[config.mk]
export PLATFORM = sky130hd
export DESIGN_NAME = pool_ctrl
export DESIGN_NICKNAME = d
export VERILOG_FILES = /design/src/rtl/pool_ctrl_pkg.sv /design/src/rtl/max_cmp.sv /design/src/rtl/pool_ctrl.sv
export SDC_FILE = /design/constraint.sdc
export NUM_CORES = 1
export LEC_CHECK = 0
export ABC_AREA = 0
export BUFFER_PORTS_ARGS = -buffer_cell sky130_fd_sc_hd__buf_2
export CAP_MARGIN = 20
export CORE_ASPECT_RATIO = 1.4
export CORE_UTILIZATION = 45
export DETAILED_ROUTE_END_ITERATION = 8
export GPL_TIMING_DRIVEN = 1
export PLACE_DENSITY = 0.69
export SLEW_MARGIN = 25
export SYNTH_ARGS = -nofsm -noshare
export SYNTH_HDL_FRONTEND = slang
export SYNTH_SLANG_ARGS = --single-unit
export TNS_END_PERCENT = 5
[constraint.sdc]
create_clock -name clk -period 6.1 [get_ports clk]
set_clock_uncertainty 0.05 [all_clocks]
set_input_delay 0.305 -clock clk [delete_from_list [all_inputs] [get_ports clk]]
set_output_delay 0.305 -clock clk [all_outputs]
set_load 0.05 [all_outputs]
[src/rtl/pool_ctrl_pkg.sv]
// Shared constants and FSM encoding for the conv/pool controllers.
package pool_ctrl_pkg;

  localparam int unsigned OFMAP_BASE = 131072;
  localparam int unsigned POOL_BASE  = 196608;

  typedef enum logic [3:0] {
    StIdle = 4'b0001,
    StRd   = 4'b0010,
    StWr   = 4'b0100,
    StDone = 4'b1000
  } state_e;

endpackage

[src/rtl/max_cmp.sv]
// Signed two-input maximum; ties return the (equal) second operand.
module max_cmp #(
  parameter int unsigned DATA_WIDTH = 32
) (
  input  logic [DATA_WIDTH-1:0] i_a,
  input  logic [DATA_WIDTH-1:0] i_b,
  output logic [DATA_WIDTH-1:0] o_max
);

  assign o_max = ($signed(i_a) > $signed(i_b)) ? i_a : i_b;

endmodule

[src/rtl/pool_ctrl.sv]
// 2x2 max-pool controller: reads each ofmap window from DRAM and writes its signed maximum.
module pool_ctrl #(
  parameter int unsigned DATA_WIDTH = 32,
  parameter int unsigned ADDR_WIDTH = 18
) (
  input  logic                  clk,
  input  logic                  srstn,
  input  logic                  enable,
  input  logic [5:0]            ofmap_width,
  input  logic [5:0]            ofmap_height,
  input  logic [5:0]            num_chnls,
  input  logic [DATA_WIDTH-1:0] data_in,
  output logic [ADDR_WIDTH-1:0] addr_in,
  output logic [ADDR_WIDTH-1:0] addr_out,
  output logic                  dram_en_rd,
  output logic                  dram_en_wr,
  output logic [DATA_WIDTH-1:0] data_out,
  output logic                  done
);
  import pool_ctrl_pkg::*;

  state_e                r_state, w_state_nxt;
  logic [1:0]            r_k;
  logic [4:0]            r_px, r_py, r_pw, r_ph;
  logic [5:0]            r_chnl, r_nc;
  logic [DATA_WIDTH-1:0] r_max, w_max;
  logic                  w_geom_bad, w_px_last, w_py_last, w_chnl_last, w_last;
  logic [13:0]           w_rd_ofs, w_wr_ofs;

  assign w_geom_bad  = (ofmap_width < 6'd2) | (ofmap_height < 6'd2) | (num_chnls == 6'd0);
  assign w_px_last   = (r_px == r_pw - 5'd1);
  assign w_py_last   = (r_py == r_ph - 5'd1);
  assign w_chnl_last = (r_chnl == r_nc - 6'd1);
  assign w_last      = w_px_last & w_py_last & w_chnl_last;

  // k[0] selects the column and k[1] the row inside the 2x2 window.
  assign w_rd_ofs = {r_chnl[3:0], r_py[3:0], r_k[1], r_px[3:0], r_k[0]};
  assign w_wr_ofs = {r_chnl[3:0], r_py, r_px};

  max_cmp #(
    .DATA_WIDTH(DATA_WIDTH)
  ) u_max_cmp (
    .i_a  (r_max),
    .i_b  (data_in),
    .o_max(w_max)
  );

  always_ff @(posedge clk or negedge srstn) begin
    if (!srstn) begin
      r_state <= StIdle;
    end else begin
      r_state <= w_state_nxt;
    end
  end

  always_comb begin
    w_state_nxt = r_state;
    addr_in     = '0;
    addr_out    = '0;
    dram_en_rd  = 1'b0;
    dram_en_wr  = 1'b0;
    data_out    = '0;
    done        = 1'b0;
    unique case (r_state)
      StIdle: begin
        if (enable) w_state_nxt = w_geom_bad ? StDone : StRd;
      end
      StRd: begin
        dram_en_rd = 1'b1;
        addr_in    = ADDR_WIDTH'(OFMAP_BASE) + ADDR_WIDTH'(w_rd_ofs);
        if (r_k == 2'd3) w_state_nxt = StWr;
      end
      StWr: begin
        dram_en_wr  = 1'b1;
        addr_out    = ADDR_WIDTH'(POOL_BASE) + ADDR_WIDTH'(w_wr_ofs);
        data_out    = w_max;
        w_state_nxt = w_last ? StDone : StRd;
      end
      StDone: begin
        done        = 1'b1;
        w_state_nxt = StIdle;
      end
      default: w_state_nxt = StIdle;
    endcase
  end

  always_ff @(posedge clk or negedge srstn) begin
    if (!srstn) begin
      r_k    <= 2'd0;
      r_px   <= 5'd0;
      r_py   <= 5'd0;
      r_chnl <= 6'd0;
      r_pw   <= 5'd0;
      r_ph   <= 5'd0;
      r_nc   <= 6'd0;
      r_max  <= '0;
    end else begin
      if (r_state == StIdle && enable) begin
        r_pw   <= ofmap_width[5:1];
        r_ph   <= ofmap_height[5:1];
        r_nc   <= num_chnls;
        r_k    <= 2'd0;
        r_px   <= 5'd0;
        r_py   <= 5'd0;
        r_chnl <= 6'd0;
        r_max  <= '0;
      end
      if (r_state == StRd) begin
        r_k <= r_k + 2'd1;
        // data_in lags the address by one cycle, so k=1 carries the first window word.
        if (r_k == 2'd1) r_max <= data_in;
        else if (r_k[1]) r_max <= w_max;
      end
      if (r_state == StWr) begin
        if (w_px_last) begin
          r_px <= 5'd0;
          if (w_py_last) begin
            r_py   <= 5'd0;
            r_chnl <= r_chnl + 6'd1;
          end else begin
            r_py <= r_py + 5'd1;
          end
        end else begin
          r_px <= r_px + 5'd1;
        end
      end
    end
  end

endmodule
==> results of run 1 <==
==> power groups by stage <==
stage               combinational, mW  sequential (mW)  clock [mW]
detailed placement               1.15            0.794           0
floorplan                       0.987            0.752           0
finish                           1.14            0.786       0.470
CTS                              1.15            0.785       0.485
global route                     1.27            0.813       0.506
global placement                 1.11            0.783           0
==> synthesized netlist by cell type, types with 2 or more instances <==
cell type	n	area share (%)
a32o_1	32	6.6
buf_4	11	1.7
a21oi_1	14	1.4
ha_1	40	10
o21a_1	2	0.31
mux2i_1	35	7.2
nor4b_1	2	0.36
nand2_1	27	2.1
xor2_1	12	2.2
buf_6	6	1.4
a21o_1	2	0.31
clkbuf_1	13	1.0
o31ai_1	5	0.77
dfrtp_1	69	35
o211ai_1	2	0.31
mux2_2	16	3.7
nor4_1	3	0.38
nor2_1	44	3.4
xnor2_1	12	2.2
o22ai_1	3	0.38
inv_1	44	3.4
nor2b_1	3	0.38
or4_1	2	0.31
a31o_2	2	0.36
nand3b_1	3	0.46
nand2b_1	5	0.64
nand3_1	12	1.2
nand4_1	12	1.5
and2_1	30	3.8
o21ai_0	20	2.0
nor3_1	4	0.41
==> final cells by class <==
type                            instances  area [sq um]  area share, %
Timing Repair Buffer                  122           629           10.9
Multi-Input combinational cell        366          2780           48.2
Inverter                               45           169           2.93
Clock buffer                           15           258           4.47
Clock inverter                          1          5.00         0.0869
Tap cell                              138           173           3.00
Sequential cell                        70          1750           30.4
==> worst max-delay path, cell delays in order (launching register included) <==
cell,delay [ps]
dfrtp_1,390
ha_1,310
a21oi_1,160
o21a_1,140
o22ai_1,70
o41a_1,460
o211ai_4,510
buf_4,470
mux2i_1,270
nor2_1,60
buf_2,220
==> worst paths after layout <==
| path | from | slack, ps | to | cells past startpoint |
|---|---|---|---|---|
| worst min register to register | r_chnl[5] | 460 | r_chnl[5] | 1 |
| max in group asynchronous | srstn | 5500 | r_max[17] | 2 |
| worst max register to register | r_max[11] | 3000 | r_max[4] | 8 |
| min in group clk | ofmap_width[5] | 160 | r_pw[4] | 2 |
| worst min-delay path | srstn | 30 | r_max[23] | 2 |
| worst max-delay path | r_max[11] | 2340 | data_out[3] | 10 |
==> flip-flops by register name, indices dropped and copies added, names as in the netlist <==
| signal | flops |
|---|---|
| r_max | 32 |
| r_chnl | 6 |
| r_nc | 6 |
| r_ph | 5 |
| r_pw | 5 |
| r_px | 5 |
| r_py | 5 |
| r_state | 4 |
| r_k | 2 |
==> metal layers <==
| metal | global-route usage (%) | up-vias | routed length, microns |
|---|---|---|---|
| li1 | - | 2021 | - |
| met2 | 37.5 | 119 | 5790 |
| met3 | 4.74 | 23 | 563 |
| met4 | 8.82 | 0 | 293 |
| met1 | 23.0 | 1988 | 4520 |
| met5 | 0 | - | 0 |
==> stage by stage <==
| stage | power (mW) | worst slack (ps) | cells | cell area [sq um] | hold WS (ps) |
|---|---|---|---|---|---|
| finish | 2.40 | 2340 | 757 | 5760 | 26.9 |
| global route | 2.59 | 2090 | 757 | 5760 | 100 |
| CTS | 2.42 | 2290 | 757 | 5760 | 156 |
| detailed placement | 1.94 | 2580 | 741 | 5500 | 446 |
| global placement | 1.89 | 2600 | 741 | 5490 | 441 |
| floorplan | 1.74 | 3030 | 512 | 4900 | -40.6 |
==> cells in the final DEF, fill, tap and decap left out, types with 2 or more instances in the layout <==
cell / instances
xnor2_1: 12
and2_1: 30
a21oi_1: 14
nor3_1: 4
o211ai_1: 2
a31o_2: 2
nor4_1: 3
nand2_1: 27
a32o_1: 32
o21a_1: 2
ha_1: 40
clkbuf_16: 9
mux2_2: 16
or4_1: 2
nand4_1: 12
o21ai_0: 20
nand3_1: 12
o31ai_1: 5
buf_4: 5
inv_1: 44
nor4b_1: 2
xor2_1: 12
nor2b_1: 3
dfrtp_1: 69
buf_2: 116
o22ai_1: 3
nand2b_1: 5
mux2i_1: 35
clkbuf_1: 5
nor2_1: 44
nand3b_1: 3
conb_1: 5
==> cells by family (layout without fill, tap and decap cells) <==
| group | Yosys count | count (layout) | share of synthesized area [%] |
|---|---|---|---|
| AO/OA/AOI/OAI | 93 | 93 | 14.9 |
| XOR/XNOR | 24 | 24 | 4.30 |
| adder cells (fa/ha/maj) | 40 | 40 | 10.2 |
| buffers and inverters | 76 | 183 | 7.63 |
| flip-flops | 70 | 70 | 35.9 |
| multiplexers | 51 | 51 | 10.9 |
| other | 1 | 5 | 0.0768 |
| AND/OR/NAND/NOR | 153 | 153 | 16.1 |
==> summary.md, run 1 <==
| Metric | Value |
|---|---|
| Outcome | `finished, final reports clean` |
| Post-CTS setup buffer count | `0` |
| Yosys reg bits | `70` |
| Synth Instances | `508` |
| Startpoint types | `flip-flop` |
| WP data required | `5740 ps` |
| Ys async rst share | `100%` |
| PostCTS Resize Cnt | `0` |
| Post-synth EDFFs | `0` |
| Hold-fix buffers at CTS | `0` |
| Worst-Skew Late Latency | `~330 ps` |
| First DRT Iteration DRCs | `151` |
| Final WL | `11.2 mm` |
| Sink Count | `70` |
| Leakage | `3.01 nW` |
| Die height | `125 microns` |
| F_max | `0.266 GHz` |
| Clock Path Buffers | `2` |
| CTS clk-pin slew, worst paths | `50 ps` |
| Ys Warns | `0` |
| Synth cell types | `52` |
| Via count | `roughly 4200` |
| ANT cells | `0` |
| Top_reg_cell synth | `dfrtp_1` |
| Slew HR | `around 55%` |
| Clock share of power | `about a fifth` |
| Area Growth Syn to Fin | `18.0%` |
| Horiz. Die Dim | `90.1 microns` |
| VDD IR max | `0.256 mV` |
| Port Buf Inserts | `around 120` |
| CP Data Arrival Time | `3410 ps` |
| Clock Tree Root | `clkbuf_16` |
| Total Neg Setup Slack | `0 ps` |
| Filler cells | `between 900 and 1000` |
| First-pass GRT wire length | `18.9 mm` |
| # rows | `44` |
| TritonRoute pass-1 iters | `6` |
| Min cycle time layout | `3760 ps` |
| ANT nets after route | `0` |
| Final Util | `55.1%` |
| Post-DP HPWL | `8.10 mm` |
| Gr ovfl total | `0` |
| Die Area | `11300 sq um` |
| Post-Syn Area | `4880 sq um` |
| Power per cell area | `416 nW/um^2` |
| Share of cells above drive strength 1 | `25.5%` |
| Int Power | `approximately 1.4 mW` |
| RD Place Congestion | `0.806` |
| Logic pwr share | `between 40% and 50%` |
| Final count of pins violating max slew | `0` |
| Sequential fraction of the synthesis area | `around 36%` |
| Critical path peak fanout | `23` |
| Drt drc | `0` |
| Final setup vio count | `0` |
| Switch Pwr | `0.952 mW` |
| Total GRT Usage | `20.7%` |
| Drt via density | `approximately 5.5` |
| Worst slew pin tran | `668 ps` |
| Pin count of the biggest net entering global routing | `71` |
| H-tree depth | `3` |
| CP Capture Type | `output port` |
| Initial antenna violation count | `0` |
| Post-layout net count | `707` |
| Flop pwr share | `32.8%` |
| Area of the core | `10500 sq um` |
| Switch share | `39.7%` |
| Max cap viols | `0` |
| Worst hold path class | `in -> async` |
| Inserted Clock Buffers | `9` |
| Vias in the first global route | `4145` |
| RSZ-0062 raised after global routing | `no` |
| CTS tree | `done` |
| I/O pin cnt | `between 100 and 150` |
| Critical Setup Path Class | `reg -> out` |
| Initial core utilization | `46.7%` |
| Wirelength per Cell | `14.7 microns` |
| Fin crit share | `61.7%` |
| Avg Cell Area, Syn | `9.62 sq um` |
| Final Hold Vio Count | `0` |
(Power assumes the default switching activity.)
==> run 2: changes to the inputs <==
--- a/config.mk
+++ b/config.mk
@@ -12,7 +12,7 @@
 export CORE_UTILIZATION = 45
 export DETAILED_ROUTE_END_ITERATION = 8
 export GPL_TIMING_DRIVEN = 1
-export PLACE_DENSITY = 0.69
+export PLACE_DENSITY = 0.72
 export SLEW_MARGIN = 25
 export SYNTH_ARGS = -nofsm -noshare
 export SYNTH_HDL_FRONTEND = slang
==> constraint.sdc (replaced) <==
create_clock -name clk -period 3.15 [get_ports clk]
set_clock_uncertainty 0.05 [all_clocks]
set_input_delay 0.1575 -clock clk [delete_from_list [all_inputs] [get_ports clk]]
set_output_delay 0.1575 -clock clk [all_outputs]
set_load 0.05 [all_outputs]
==> summary.md, run 2 (synthesis gave the netlist of run 1 again) <==
| Metric | Value |
|---|---|
| Outcome | `finished, final reports clean` |
| TritonRoute pass-1 iters | `6 (unchanged)` |
| RD Place Congestion | `0.840 (+4.2%)` |
| Area of the core | `10500 sq um (unchanged)` |
| Wirelength per Cell | `15.7 microns (+6.7%)` |
| Vias in the first global route | `4224 (+1.9%)` |
| Crit path largest cell delay | `420 ps (-90 ps)` |
| Post-layout net count | `717 (+1.4%)` |
| Clock Tree Root | `clkbuf_16` |
| Power per cell area | `833 nW/um^2 (+100%)` |
| Int Power | `3.19 mW (+120%)` |
| Final setup vio count | `0 (unchanged)` |
| # rows | `44 (unchanged)` |
| Pin count of the biggest net entering global routing | `47 (-34%)` |
| Die height | `125 microns (unchanged)` |
| Critical path peak fanout | `8 (-65%)` |
| Final WL | `12.0 mm (+7.6%)` |
| Total Neg Setup Slack | `0 ps (unchanged)` |
| ANT nets after route | `0 (unchanged)` |
| Drt drc | `0 (unchanged)` |
| CTS tree | `done` |
| R2R Path Start | `r_max[27]` |
| Share of cells above drive strength 1 | `29.6% (+4.0 points)` |
| ANT cells | `0 (unchanged)` |
| Biggest regs | `r_max x32, r_chnl x6, r_nc x6` |
| Final Hold Vio Count | `0 (unchanged)` |
| Met2 wire len | `6.45 mm (+11%)` |
| F_max | `0.323 GHz` |
| Post-DP HPWL | `8.25 mm (+1.9%)` |
| Max cap viols | `0 (unchanged)` |
| RSZ-0062 raised after global routing | `yes` |
| Crit path cell chain | `ha_4, nand4_1, nor4_2, and4_1, o41a_1, o211ai_4, buf_12, mux2i_1, nor2_1, buf_6` |
| CP Data Arrival Time | `2890 ps (-520 ps)` |
| Dpl cell area | `5530 sq um (+0.71%)` |
| Fin crit share | `a little over nine tenths` |
| Largest register FFs | `32 (unchanged)` |
| Initial antenna violation count | `0 (unchanged)` |
| Total GRT Usage | `21.7% (+0.99 points)` |
| Startpoint types | `flip-flop` |
| Worst hold path startpoint | `ofmap_width[2]` |
| First-pass GRT wire length | `19.7 mm (+4.0%)` |
| WP data required | `2940 ps (-2800 ps)` |
| Worst setup margin | `50.2 ps (-2290 ps)` |
| Sink Count | `70 (unchanged)` |
| Horiz. Die Dim | `90.1 microns (unchanged)` |
| Switch share | `38.8% (-0.95 points)` |
| Leakage | `3.10 nW (+3.2%)` |
| Critical Path Source | `r_max[27]` |
| Final Util | `59.8% (+4.7 points)` |
| Clock Path Buffers | `2 (unchanged)` |
| WL met1 | `4.85 mm (+7.4%)` |
| Commonest non-fill, non-tap cells in the layout | `84 x buf_2, 69 x dfrtp_1, 44 x inv_1, 44 x nor2_1, 32 x a32o_1` |
| Logic pwr share | `50.5% (+2.9 points)` |
| Worst hold path class | `in -> reg` |
| Met3 routed WL | `488 microns (-13%)` |
| Post-route cell area | `6260 sq um (+8.6%)` |
| CTS clk-pin slew, worst paths | `50 ps (about the same)` |
| Leading cell type in the layout, fill and taps excluded | `buf_2` |
| Die Area | `11300 sq um (unchanged)` |
| Worst slew pin tran | `599 ps (-68.8 ps)` |
| Min cycle time layout | `3100 ps` |
| First DRT Iteration DRCs | `142 (-6.0%)` |
| Crit-path slowest cell | `dfrtp_1` |
| Place WS | `290 ps (-2290 ps)` |
| Drt via density | `5.55 (+1.3%)` |
| Via count | `4242 (+2.2%)` |
| Clock share of power | `19.7% (about the same)` |
| Gr ovfl total | `0 (unchanged)` |
| Top sig layer | `met4` |
| Top reg by flops | `r_max` |
| Slew HR | `59.5% (+4.0 points)` |
| Hold Slack | `16.4 ps (-10.6 ps)` |
| I/O pin cnt | `124 (unchanged)` |
| VDD IR max | `0.408 mV (+59%)` |
| Inserted Clock Buffers | `9 (unchanged)` |
| Area Growth Syn to Fin | `28.1%` |
| Initial core utilization | `46.7% (unchanged)` |
| H-tree depth | `3 (unchanged)` |
| Critical Setup Path Class | `reg -> out` |
| Switch Pwr | `2.02 mW (+110%)` |
| Flop pwr share | `29.7% (-3.1 points)` |
| Worst-Skew Late Latency | `330 ps (about the same)` |
| CP Capture Type | `output port` |
| Final count of pins violating max slew | `0 (unchanged)` |
| Port Buf Inserts | `116 (unchanged)` |
run 2: cell count changes in the layout (fill, tap and decap cells not counted), sizes merged:
cell         change
buf              +7
bufinv           +1
clkbuf           -1
clkinv           -1
dlygate4sd3      +1
run 2: worst paths after layout:
check | end | slack, ps | cells after the start
setup / recovery | data_out[28] | 50 | 10
hold / removal | r_pw[1] | 20 | 2
setup reg to reg | r_max[4] | 210 | 10
hold reg to reg | r_chnl[5] | 460 | 1
max in group asynchronous | r_max[23] | 1690 | 3
min in group asynchronous | r_max[21] | 310 | 2
run 2: layout make-up:
cell class / count / area (sq um)
flip-flops and latches: 70 / 1750
multi-input cells: 366 / 2920
repair buffers: 132 / 948
clock buffers: 12 / 267
well taps: 138 / 173
inverters: 45 / 169
clock inverters: 1 / 30.0
fillers: 867 / 4200
run 2: power by group through the flow:
| stage | Combinational [mW] | Sequential (mW) | Clock, mW |
|---|---|---|---|
| global route | 2.90 | 1.60 | 1.09 |
| floorplan | 1.91 | 1.46 | 0 |
| global placement | 2.23 | 1.51 | 0 |
| detailed placement | 2.32 | 1.54 | 0 |
| CTS | 2.45 | 1.52 | 1.05 |
| finish | 2.64 | 1.55 | 1.03 |
run 2: repair_timing:
action / in CTS / in global routing
hold buffers: 1 / 0
cloned: 1 / 1
pin swaps: 3 / 11
setup buffers: 1 / 4
hold endpoints to repair: 24 / 0
resized for setup: 19 / 74
setup endpoints to repair: 32 / 32
run 2: worst max-delay path: cells and delay by family, from the launching register on:
family	cells	cell delay [ps]
AOI/OAI and AO/OA	2	370
and+or+nand+nor	4	960
buffers and inverters	2	370
adders and majority gates	1	300
DFF	1	420
muxes	1	120
run 2: metal layers:
layer | vias to the layer above | track usage, %
li1 | 2033 | -
met4 | 0 | 7.87
met5 | - | 0
met1 | 2067 | 24.3
met3 | 21 | 4.56
met2 | 121 | 40.1
run 2: stage by stage:
stage,instances,total power [mW]
finish,764,5.22
global route,764,5.59
global placement,743,3.74
CTS,759,5.02
detailed placement,743,3.85
floorplan,512,3.37
